--- src/rtl/rv_pkg.sv ---
// Shared fetch-stage types and constants: data width, reset PC, NOP encoding,
// the fetch FSM state type and the next-PC source selector.
package rv_pkg;

  localparam int              XLEN      = 32;
  localparam logic [XLEN-1:0] RESET_PC  = 32'h0000_0000;
  localparam logic [XLEN-1:0] NOP_INSTR = 32'h0000_0013;

  typedef enum logic [1:0] {
    IDLE = 2'd0,
    REQ  = 2'd1,
    WAIT = 2'd2,
    HOLD = 2'd3
  } fetch_state_e;

  typedef enum logic [1:0] {
    PC_SEL_INC    = 2'd0,
    PC_SEL_BRANCH = 2'd1,
    PC_SEL_HOLD   = 2'd2
  } pc_sel_e;

endpackage

--- src/rtl/if_fetch_stage_if.sv ---
// Instruction-memory request/response bus: one request at a time, req/gnt
// for the address phase and rvalid for the data phase.
interface if_fetch_stage_if #(
  parameter int XLEN = 32
) ();

  logic            imem_req;
  logic [XLEN-1:0] imem_addr;
  logic            imem_gnt;
  logic            imem_rvalid;
  logic [XLEN-1:0] imem_rdata;

  modport master (
    output imem_req,
    output imem_addr,
    input  imem_gnt,
    input  imem_rvalid,
    input  imem_rdata
  );

  modport slave (
    input  imem_req,
    input  imem_addr,
    output imem_gnt,
    output imem_rvalid,
    output imem_rdata
  );

endinterface

--- src/rtl/pc_reg.sv ---
// Program counter register. The next-PC value is exported so the fetch stage
// can register the memory address in the same cycle the PC moves.
module pc_reg
  import rv_pkg::*;
#(
  parameter int              XLEN     = rv_pkg::XLEN,
  parameter logic [XLEN-1:0] RESET_PC = rv_pkg::RESET_PC
) (
  input  logic            clk,
  input  logic            reset,
  input  logic            load_en,
  input  pc_sel_e         sel,
  input  logic [XLEN-1:0] pc_branch,
  input  logic [XLEN-1:0] hold_pc,
  output logic [XLEN-1:0] pc_q,
  output logic [XLEN-1:0] pc_d
);

  // Redirect targets are forced to word alignment, so the low bits never matter.
  logic unused_branch_lsbs;
  assign unused_branch_lsbs = ^pc_branch[1:0];

  // Next-PC mux: sequential increment, aligned redirect, or resume after a held response.
  always_comb begin
    pc_d = pc_q;
    if (load_en) begin
      case (sel)
        PC_SEL_INC:    pc_d = pc_q + XLEN'(32'd4);
        PC_SEL_BRANCH: pc_d = {pc_branch[XLEN-1:2], 2'b00};
        PC_SEL_HOLD:   pc_d = hold_pc + XLEN'(32'd4);
        default:       pc_d = pc_q;
      endcase
    end else begin
      pc_d = pc_q;
    end
  end

  // PC state register.
  always_ff @(posedge clk or negedge reset) begin
    if (!reset) begin
      pc_q <= RESET_PC;
    end else begin
      pc_q <= pc_d;
    end
  end

endmodule

--- src/rtl/if_fetch_stage.sv ---
// Instruction-fetch stage: issues one instruction-memory read at a time,
// presents {pc, instr} to the IF/ID register, honours hazard stalls and
// EX redirects, including redirects that race an in-flight fetch.
module if_fetch_stage
  import rv_pkg::*;
#(
  parameter int              XLEN     = rv_pkg::XLEN,
  parameter logic [XLEN-1:0] RESET_PC = rv_pkg::RESET_PC
) (
  input  logic              clk,
  input  logic              reset,
  input  logic              stall,
  input  logic              pc_src,
  input  logic [XLEN-1:0]   pc_branch,
  if_fetch_stage_if.master  imem,
  output logic [XLEN-1:0]   if_pc,
  output logic [XLEN-1:0]   if_instr,
  output logic              ifid_write,
  output logic              ifid_flush
);

  fetch_state_e    state_q, state_d;
  logic            kill_q, kill_d;
  logic            imem_req_q, imem_req_d;
  logic [XLEN-1:0] imem_addr_q, imem_addr_d;
  logic [XLEN-1:0] if_pc_q, if_pc_d;
  logic [XLEN-1:0] if_instr_q, if_instr_d;
  logic            ifid_write_q, ifid_write_d;
  logic            ifid_flush_q, ifid_flush_d;
  logic [XLEN-1:0] hold_pc_q, hold_pc_d;
  logic [XLEN-1:0] hold_instr_q, hold_instr_d;
  logic            pc_load;
  pc_sel_e         pc_sel;
  logic [XLEN-1:0] pc_q, pc_d;

  pc_reg #(
    .XLEN     (XLEN),
    .RESET_PC (RESET_PC)
  ) u_pc_reg (
    .clk       (clk),
    .reset     (reset),
    .load_en   (pc_load),
    .sel       (pc_sel),
    .pc_branch (pc_branch),
    .hold_pc   (hold_pc_q),
    .pc_q      (pc_q),
    .pc_d      (pc_d)
  );

  // Next state, PC update and presentation; a redirect overrides everything else.
  always_comb begin
    state_d      = state_q;
    kill_d       = kill_q;
    if_pc_d      = if_pc_q;
    if_instr_d   = if_instr_q;
    ifid_write_d = 1'b0;
    ifid_flush_d = 1'b0;
    hold_pc_d    = hold_pc_q;
    hold_instr_d = hold_instr_q;
    pc_load      = 1'b0;
    pc_sel       = PC_SEL_INC;

    case (state_q)
      IDLE: state_d = REQ;
      REQ: begin
        if (imem.imem_gnt) state_d = WAIT;
        else               state_d = REQ;
      end
      WAIT: begin
        if (imem.imem_rvalid) begin
          if (kill_q) begin
            // Response belongs to a fetch issued before a redirect.
            kill_d  = 1'b0;
            state_d = REQ;
          end else if (!stall) begin
            if_pc_d      = pc_q;
            if_instr_d   = imem.imem_rdata;
            ifid_write_d = 1'b1;
            pc_load      = 1'b1;
            pc_sel       = PC_SEL_INC;
            state_d      = REQ;
          end else begin
            hold_pc_d    = pc_q;
            hold_instr_d = imem.imem_rdata;
            state_d      = HOLD;
          end
        end else begin
          state_d = WAIT;
        end
      end
      HOLD: begin
        if (!stall) begin
          if_pc_d      = hold_pc_q;
          if_instr_d   = hold_instr_q;
          ifid_write_d = 1'b1;
          pc_load      = 1'b1;
          pc_sel       = PC_SEL_HOLD;
          state_d      = REQ;
        end else begin
          state_d = HOLD;
        end
      end
      default: state_d = IDLE;
    endcase

    if (pc_src) begin
      if_pc_d      = if_pc_q;
      if_instr_d   = if_instr_q;
      ifid_write_d = 1'b0;
      ifid_flush_d = 1'b1;
      hold_pc_d    = hold_pc_q;
      hold_instr_d = hold_instr_q;
      pc_load      = 1'b1;
      pc_sel       = PC_SEL_BRANCH;
      case (state_q)
        IDLE: state_d = REQ;
        REQ: begin
          // A request granted this cycle is already in flight: mark its data stale.
          if (imem.imem_gnt) begin
            kill_d  = 1'b1;
            state_d = WAIT;
          end else begin
            state_d = REQ;
          end
        end
        WAIT: begin
          if (imem.imem_rvalid) begin
            kill_d  = 1'b0;
            state_d = REQ;
          end else begin
            kill_d  = 1'b1;
            state_d = WAIT;
          end
        end
        HOLD:    state_d = REQ;
        default: state_d = IDLE;
      endcase
    end
  end

  // Request outputs are registered from the upcoming state and PC.
  always_comb begin
    imem_req_d  = (state_d == REQ);
    imem_addr_d = pc_d;
  end

  // FSM, request and IF/ID output registers.
  always_ff @(posedge clk or negedge reset) begin
    if (!reset) begin
      state_q      <= IDLE;
      kill_q       <= 1'b0;
      imem_req_q   <= 1'b0;
      imem_addr_q  <= RESET_PC;
      if_pc_q      <= '0;
      if_instr_q   <= '0;
      ifid_write_q <= 1'b0;
      ifid_flush_q <= 1'b0;
      hold_pc_q    <= '0;
      hold_instr_q <= '0;
    end else begin
      state_q      <= state_d;
      kill_q       <= kill_d;
      imem_req_q   <= imem_req_d;
      imem_addr_q  <= imem_addr_d;
      if_pc_q      <= if_pc_d;
      if_instr_q   <= if_instr_d;
      ifid_write_q <= ifid_write_d;
      ifid_flush_q <= ifid_flush_d;
      hold_pc_q    <= hold_pc_d;
      hold_instr_q <= hold_instr_d;
    end
  end

  assign imem.imem_req  = imem_req_q;
  assign imem.imem_addr = imem_addr_q;
  assign if_pc          = if_pc_q;
  assign if_instr       = if_instr_q;
  assign ifid_write     = ifid_write_q;
  assign ifid_flush     = ifid_flush_q;

endmodule

--- src/flat_wrapper.sv ---
// flat-port wrapper written by rule: the top's interface ports become plain ports
module if_fetch_stage_flat import rv_pkg::*;
#(
  parameter int              XLEN     = rv_pkg::XLEN,
  parameter logic [XLEN-1:0] RESET_PC = rv_pkg::RESET_PC
)
  (clk, reset, stall, pc_src, pc_branch, if_pc, if_instr, ifid_write, ifid_flush, imem_imem_req, imem_imem_addr, imem_imem_gnt, imem_imem_rvalid, imem_imem_rdata);
  if_fetch_stage_if #(.XLEN(XLEN)) imem_i ();
  input  logic clk;
  input  logic reset;
  input  logic stall;
  input  logic pc_src;
  input  logic [XLEN-1:0] pc_branch;
  output logic [XLEN-1:0] if_pc;
  output logic [XLEN-1:0] if_instr;
  output logic ifid_write;
  output logic ifid_flush;
  output wire logic [$bits(imem_i.imem_req)-1:0] imem_imem_req;
  output wire logic [$bits(imem_i.imem_addr)-1:0] imem_imem_addr;
  input wire logic [$bits(imem_i.imem_gnt)-1:0] imem_imem_gnt;
  input wire logic [$bits(imem_i.imem_rvalid)-1:0] imem_imem_rvalid;
  input wire logic [$bits(imem_i.imem_rdata)-1:0] imem_imem_rdata;
  assign imem_imem_req = imem_i.imem_req;
  assign imem_imem_addr = imem_i.imem_addr;
  assign imem_i.imem_gnt = imem_imem_gnt;
  assign imem_i.imem_rvalid = imem_imem_rvalid;
  assign imem_i.imem_rdata = imem_imem_rdata;
  if_fetch_stage #(.XLEN(XLEN), .RESET_PC(RESET_PC)) u_core (.clk(clk), .reset(reset), .stall(stall), .pc_src(pc_src), .pc_branch(pc_branch), .imem(imem_i), .if_pc(if_pc), .if_instr(if_instr), .ifid_write(ifid_write), .ifid_flush(ifid_flush));
endmodule
--- config.mk ---
export PLATFORM = sky130hd
export DESIGN_NAME = if_fetch_stage_flat
export DESIGN_NICKNAME = d
export VERILOG_FILES = /design/src/rtl/rv_pkg.sv /design/src/rtl/if_fetch_stage_if.sv /design/src/rtl/pc_reg.sv /design/src/rtl/if_fetch_stage.sv /design/src/flat_wrapper.sv
export SDC_FILE = /design/constraint.sdc
export NUM_CORES = 1
export LEC_CHECK = 0
export BUFFER_PORTS_ARGS = -buffer_cell sky130_fd_sc_hd__buf_2
export CORE_ASPECT_RATIO = 1.2
export CORE_MARGIN = 3
export CORE_UTILIZATION = 35
export CTS_CLUSTER_SIZE = 12
export DETAILED_ROUTE_END_ITERATION = 16
export PLACE_DENSITY = 0.65
export SLEW_MARGIN = 20
export SYNTH_ARGS = -nofsm -noshare
export SYNTH_HDL_FRONTEND = slang
export SYNTH_SLANG_ARGS = --single-unit
--- constraint.sdc ---
create_clock -name clk -period 3.27 [get_ports clk]
set_clock_uncertainty 0.1 [all_clocks]
set_input_delay 0.1635 -clock clk [delete_from_list [all_inputs] [get_ports clk]]
set_output_delay 0.1635 -clock clk [all_outputs]
set_load 0.03 [all_outputs]
### After elaboration in Yosys (flattened, before gate mapping)

Index checks and enable logic that the tools add are counted.

| operators by class | value |
|---|---|
| $add $sub $neg | 2 |
| eq/ne operators | 10 |
| mux-type cells | 35 |
| bitwise gates (word level) | 2 |
| reductions and logical operators | 8 |

Operators with widths:

| cell | number |
|---|---|
| $mux 32 | 8 |
| $pmux 32 s2 | 2 |
| $pmux 32 s3 | 1 |
| $add 32x3->32 const B | 2 |
| $mux 2 | 9 |
| $mux 1 | 11 |
| $ne 2x2->1 const B | 4 |
| $pmux 2 s4 | 1 |
| $eq 2x1->1 const B | 3 |
| $eq 2x2->1 const B | 3 |
| $pmux 2 s3 | 1 |
| $reduce_and 6->1 | 1 |
| $reduce_and 5->1 | 1 |
| $logic_not 2->1 | 2 |
| $pmux 1 s2 | 2 |
| $reduce_bool 3->1 | 1 |
| $not 1->1 | 2 |
| $reduce_and 2->1 | 1 |
| $reduce_bool 2->1 | 1 |
| $reduce_or 2->1 | 1 |

| storage, ports and cells | value |
|---|---|
| bits in registers | 166 |
| input port bits | 70 |
| output and inout bits | 99 |
| logic and storage cells | 67 |

### Depth between registers and ports, before layout

| logic depth | value |
|---|---|
| depth after elaboration | 6 |
| gate-level depth with buffers | 18 |
| depth with buffers taken out | 11 |

### Modules after synthesis

Synthesis repeated with hierarchy kept, for this count alone.

| second synthesis, totals | value |
|---|---|
| cells, all modules | 841 |
| area, all modules | 9671.8 um2 |

By module, submodules not included:

| module | instances | cells an instance | area each (um2) |
|---|---|---|---|
| if_fetch_stage | 1 | 493 | 6841.6 |
| pc_reg | 1 | 348 | 2830.2 |

### Worst setup path after synthesis

OpenSTA, ideal clock, no wires.

| timing | value |
|---|---|
| path type | reg2reg |
| start point | reg u_core.state_q[0] |
| end point | reg u_core.imem_addr_q[26], in the netlist u_core.imem.imem_addr[26] |
| library setup time | 0.137 ns |
| data arrival time | 3.215 ns |
| slack | -0.181 ns |
| stages on the path, launching flop included | 17 |
| path buffers | 7 |
| period minus slack after synthesis | 3.451 ns |
| cell sequence | dfrtp_1 ha_1 buf_4 or3b_1 buf_2 buf_6 buf_2 buf_2 buf_2 nand2_1 nand2_1 ha_1 clkbuf_1 o221ai_1 nor4b_1 xnor2_1 a21oi_1 |

| on the way | value |
|---|---|
| cells in the longest elaborated chain, start to end | 6 |
| elaborated cells on any way between the ends | 12 |
| classes of those cells | 4 x eq/ne; 5 x mux; 3 x reduce/logical |

RTL lines:

| element | line | source |
|---|---|---|
| start, declared | if_fetch_stage.sv:22 | `fetch_state_e state_q, state_d;` |
| start signal, assigned | if_fetch_stage.sv:161 | `state_q <= state_d;` |
| $eq 2x2->1 | if_fetch_stage.sv:63 | `case (state_q)` |
| $mux 2 | n/a |  |
| $mux 2 | if_fetch_stage.sv:106 | `if (pc_src) begin` |
| $eq 2x2->1, or another cell as far along | pc_reg.sv:27 | `case (sel)` |
| $reduce_bool 3->1 (no source line) | n/a |  |
| $reduce_and 2->1 (no source line) | n/a |  |
| end signal, assigned | if_fetch_stage.sv:164 | `imem_addr_q <= imem_addr_d;` |
| end, declared | if_fetch_stage.sv:25 | `logic [XLEN-1:0] imem_addr_q, imem_addr_d;` |

Parallel ways exist; a longest one is shown, timed or not.
A chain may end at the register's enable or synchronous reset.

### Worst setup path after layout

| timing | value |
|---|---|
| start point | reg u_core.state_q[0] |
| end point | reg u_core.imem_addr_q[19], in the netlist u_core.imem.imem_addr[19] |

The elaborated chain is that of the path after synthesis.

==> qor.csv <==
metric;value;unit
actual transition at the worst max-transition pin;0.9174;ns
register bit total from synthesis;166;
TritonCTS clock tree;built;
CTS root buffer;clkbuf_16;
Placeable Area;0.02260;mm²
outcome;complete, no violations;
CTS H-tree lvls;4;
sequential fraction of the synthesis area;51.20;%
commonest cells after routing, fill and taps aside;dfrtp_1, buf_2, mux2i_1, nand2_1, o21ai_0;
worst hold margin;0.02731;ns
Vias;6477;
antenna cells;0;
final critical path time including I/O delays and setup;3.129;ns
number of placement rows;60;
layer with the highest usage after global routing;met2;
Detail Placement HPWL;14.41;mm
number of buffers inserted to repair setup after CTS;0;
worst endpoint required time;3.53;ns
routing usage on met2;29.60;%
gr ovfl total;0;
Warnings, synthesis;0;
path depth of the worst reg2reg path;7;
Total Neg Setup Slack;0;ns
fraction of registers with async set/reset;100.0;%
met3 layer usage reported by global route;3.460;%
total iterations of the first detailed-routing run;5;
Peak VDD IR;0.3444;mV
pins over their slew limit;0;
most common flop cell mapped by yosys;dfrtp_1;
number of flops mapped to enable cells by yosys;0;
Die Footprint;0.02505;mm²
Post-Syn Nets;829;
Chip Width;145.0;µm
largest fanout on the critical path;8;
proportion of layout cells with a drive suffix above 1;30.12;%
most common cell after layout, fill and taps aside;dfrtp_1;
sort of element at the end of the critical path;flip-flop;
Core Util, Final;47.04;%
number of global-route vias before repair;6617;
Die Ht;172.8;µm
leakage;4.932;nW
global-route met1 utilization;22.21;%
category of the most critical setup path;flip-flop to flip-flop;
cell area after technology mapping;0.008114;mm²
Power Dens Cells;797.4;mW/mm²
data arrival time of the worst path;3.39;ns
Slew headroom;38.84;%
effective utilization at floorplan;35.91;%
clock sink count;166;
buffers from clock root to sink, at most;2;
Final Hold Viols;0;
total length of routed wires;21.51;mm
I/O pin count;169;
library cells used by synthesis;47;
clock transition time at the flip-flop clock pins of the worst setup and hold paths;0.07;ns
area grow syn2layout;31.01;%
Fill cells;2092;
pin count of the biggest net entering global routing;101;
number of design rule violations left after detail routing;0;
final worst path period share;95.70;%
RSZ-0062 raised after global routing;no;
worst min path class;input port to flip-flop;
Max Freq;0.3196;GHz
Inserted Clock Buffers;17;
Clock Latency Late Sink;0.42;ns
global routing usage summed across all routing layers;17.15;%
Routability Congestion;0.7890;
first-iteration detailed-routing DRC count;403;
first-pass GRT wire length;35.11;mm
detail-routed net length per standard cell;16.60;µm
average instance area after synthesis;10.76;µm²
startpoint kind of the worst setup timing path;flip-flop;
detail-routed via count per cell;4.998;
Maximum Capacitance Violations;0;
count of buffers from port buffering;166;
net count reported at finish;1050;
Finished Layout Cells;1296;
number of cells produced by synthesis;754;
placed instance count;1202;
Final setup viols;0;
antenna violation net count after detailed routing;0;
initial antenna violation count;0;
depth of the worst hold-timing path;3;
[flip-flops by register name (all words and copies together), names as in the netlist, 2 cells and up]
register	flops
u_core.hold_pc_q	32
u_core.imem.imem_addr	32
u_core.if_pc	32
u_core.state_q	2
u_core.if_instr	32
u_core.hold_instr_q	32
[final timing paths]
kind	slack (ns)	startpoint	endpoint
setup / recovery	0.14	u_core.state_q[0]$_DFF_PN0_	u_core.imem.imem_addr[19]$_DFFE_PN0P_
setup reg to reg	0.14	u_core.state_q[0]$_DFF_PN0_	u_core.imem.imem_addr[19]$_DFFE_PN0P_
max in group asynchronous	1.96	reset	u_core.imem.imem_addr[17]$_DFFE_PN0P_
min in group asynchronous	0.18	reset	u_core.if_instr[24]$_DFFE_PN0P_
hold / removal	0.03	pc_branch[12]	u_core.imem.imem_addr[12]$_DFFE_PN0P_
hold reg to reg	0.37	u_core.if_instr[9]$_DFFE_PN0P_	u_core.if_instr[9]$_DFFE_PN0P_
[kinds of logic (layout without fill, tap and decap cells)]
group | count (synthesis) | count (layout) | synth area share [%]
adder cells (fa/ha/maj) | 5 | 5 | 0.7710
AO/OA/AOI/OAI | 156 | 156 | 10.93
multiplexers | 157 | 157 | 20.59
buffers and inverters | 59 | 291 | 2.976
flip-flops | 166 | 166 | 51.20
AND/OR/NAND/NOR | 184 | 184 | 10.62
XOR/XNOR | 27 | 27 | 2.914
[report_power, final]
group,switching [mW],leakage (nW),internal [mW]
clock,0.813,0.296,1.26
sequential,0.557,2.11,2.76
combinational,1.93,2.52,1.16
total,3.30,4.93,5.18
[synthesized netlist by cell type, drive strengths merged (12+ instances only)]
cell type  count  share of area, %
nand3         23               1.4
a21oi         25               1.5
nand2         85               3.9
clkbuf        36               1.7
xnor2         12               1.3
buf           13              0.85
o22ai         19               1.5
o21ai         85               5.2
dfrtp        166                51
nor2          30               1.4
nor3          12              0.74
mux2          69               9.6
xor2          15               1.6
mux2i         88                11
[per-layer routing]
| metal | routed length, µm | part of all wire, % |
|---|---|---|
| met1 | 9785 | 45 |
| met2 | 10540 | 49 |
| met3 | 983 | 4.6 |
| met4 | 197 | 0.92 |
| met5 | 0 | 0 |
[stage by stage]
step,power (mW),setup WS [ns],instance area (µm²)
floorplan,5.401,0.03061,8132
global route,9.004,0.07591,10630
detailed placement,6.412,0.2545,9393
CTS,8.576,0.2314,10630
finish,8.476,0.1407,10630
global placement,6.330,0.2993,9393
[worst max-delay path, cell delays in order (launching register included)]
cell,delay [ns]
dfrtp_1,0.41
ha_4,0.16
or3b_2,0.58
nor4_1,0.45
o22ai_1,0.32
or4_1,0.60
a211oi_1,0.29
a221o_1,0.15
[cell type report]
cell class	instances	area, µm²	share of cell area, %
Sequential cell	166	4154	39.08
Multi-Input combinational cell	529	3769	35.45
Timing Repair Buffer	251	1685	15.85
Clock buffer	22	474.2	4.461
Tap cell	310	387.9	3.649
Clock inverter	8	122.6	1.153
Inverter	10	37.54	0.3531
[timing repair]
item	4_1_cts	5_1_grt
hold buffers	64	0
gates resized for setup	0	0
hold endpoints to repair	154	0
No activity file was read; power rests on OpenSTA's default activity.
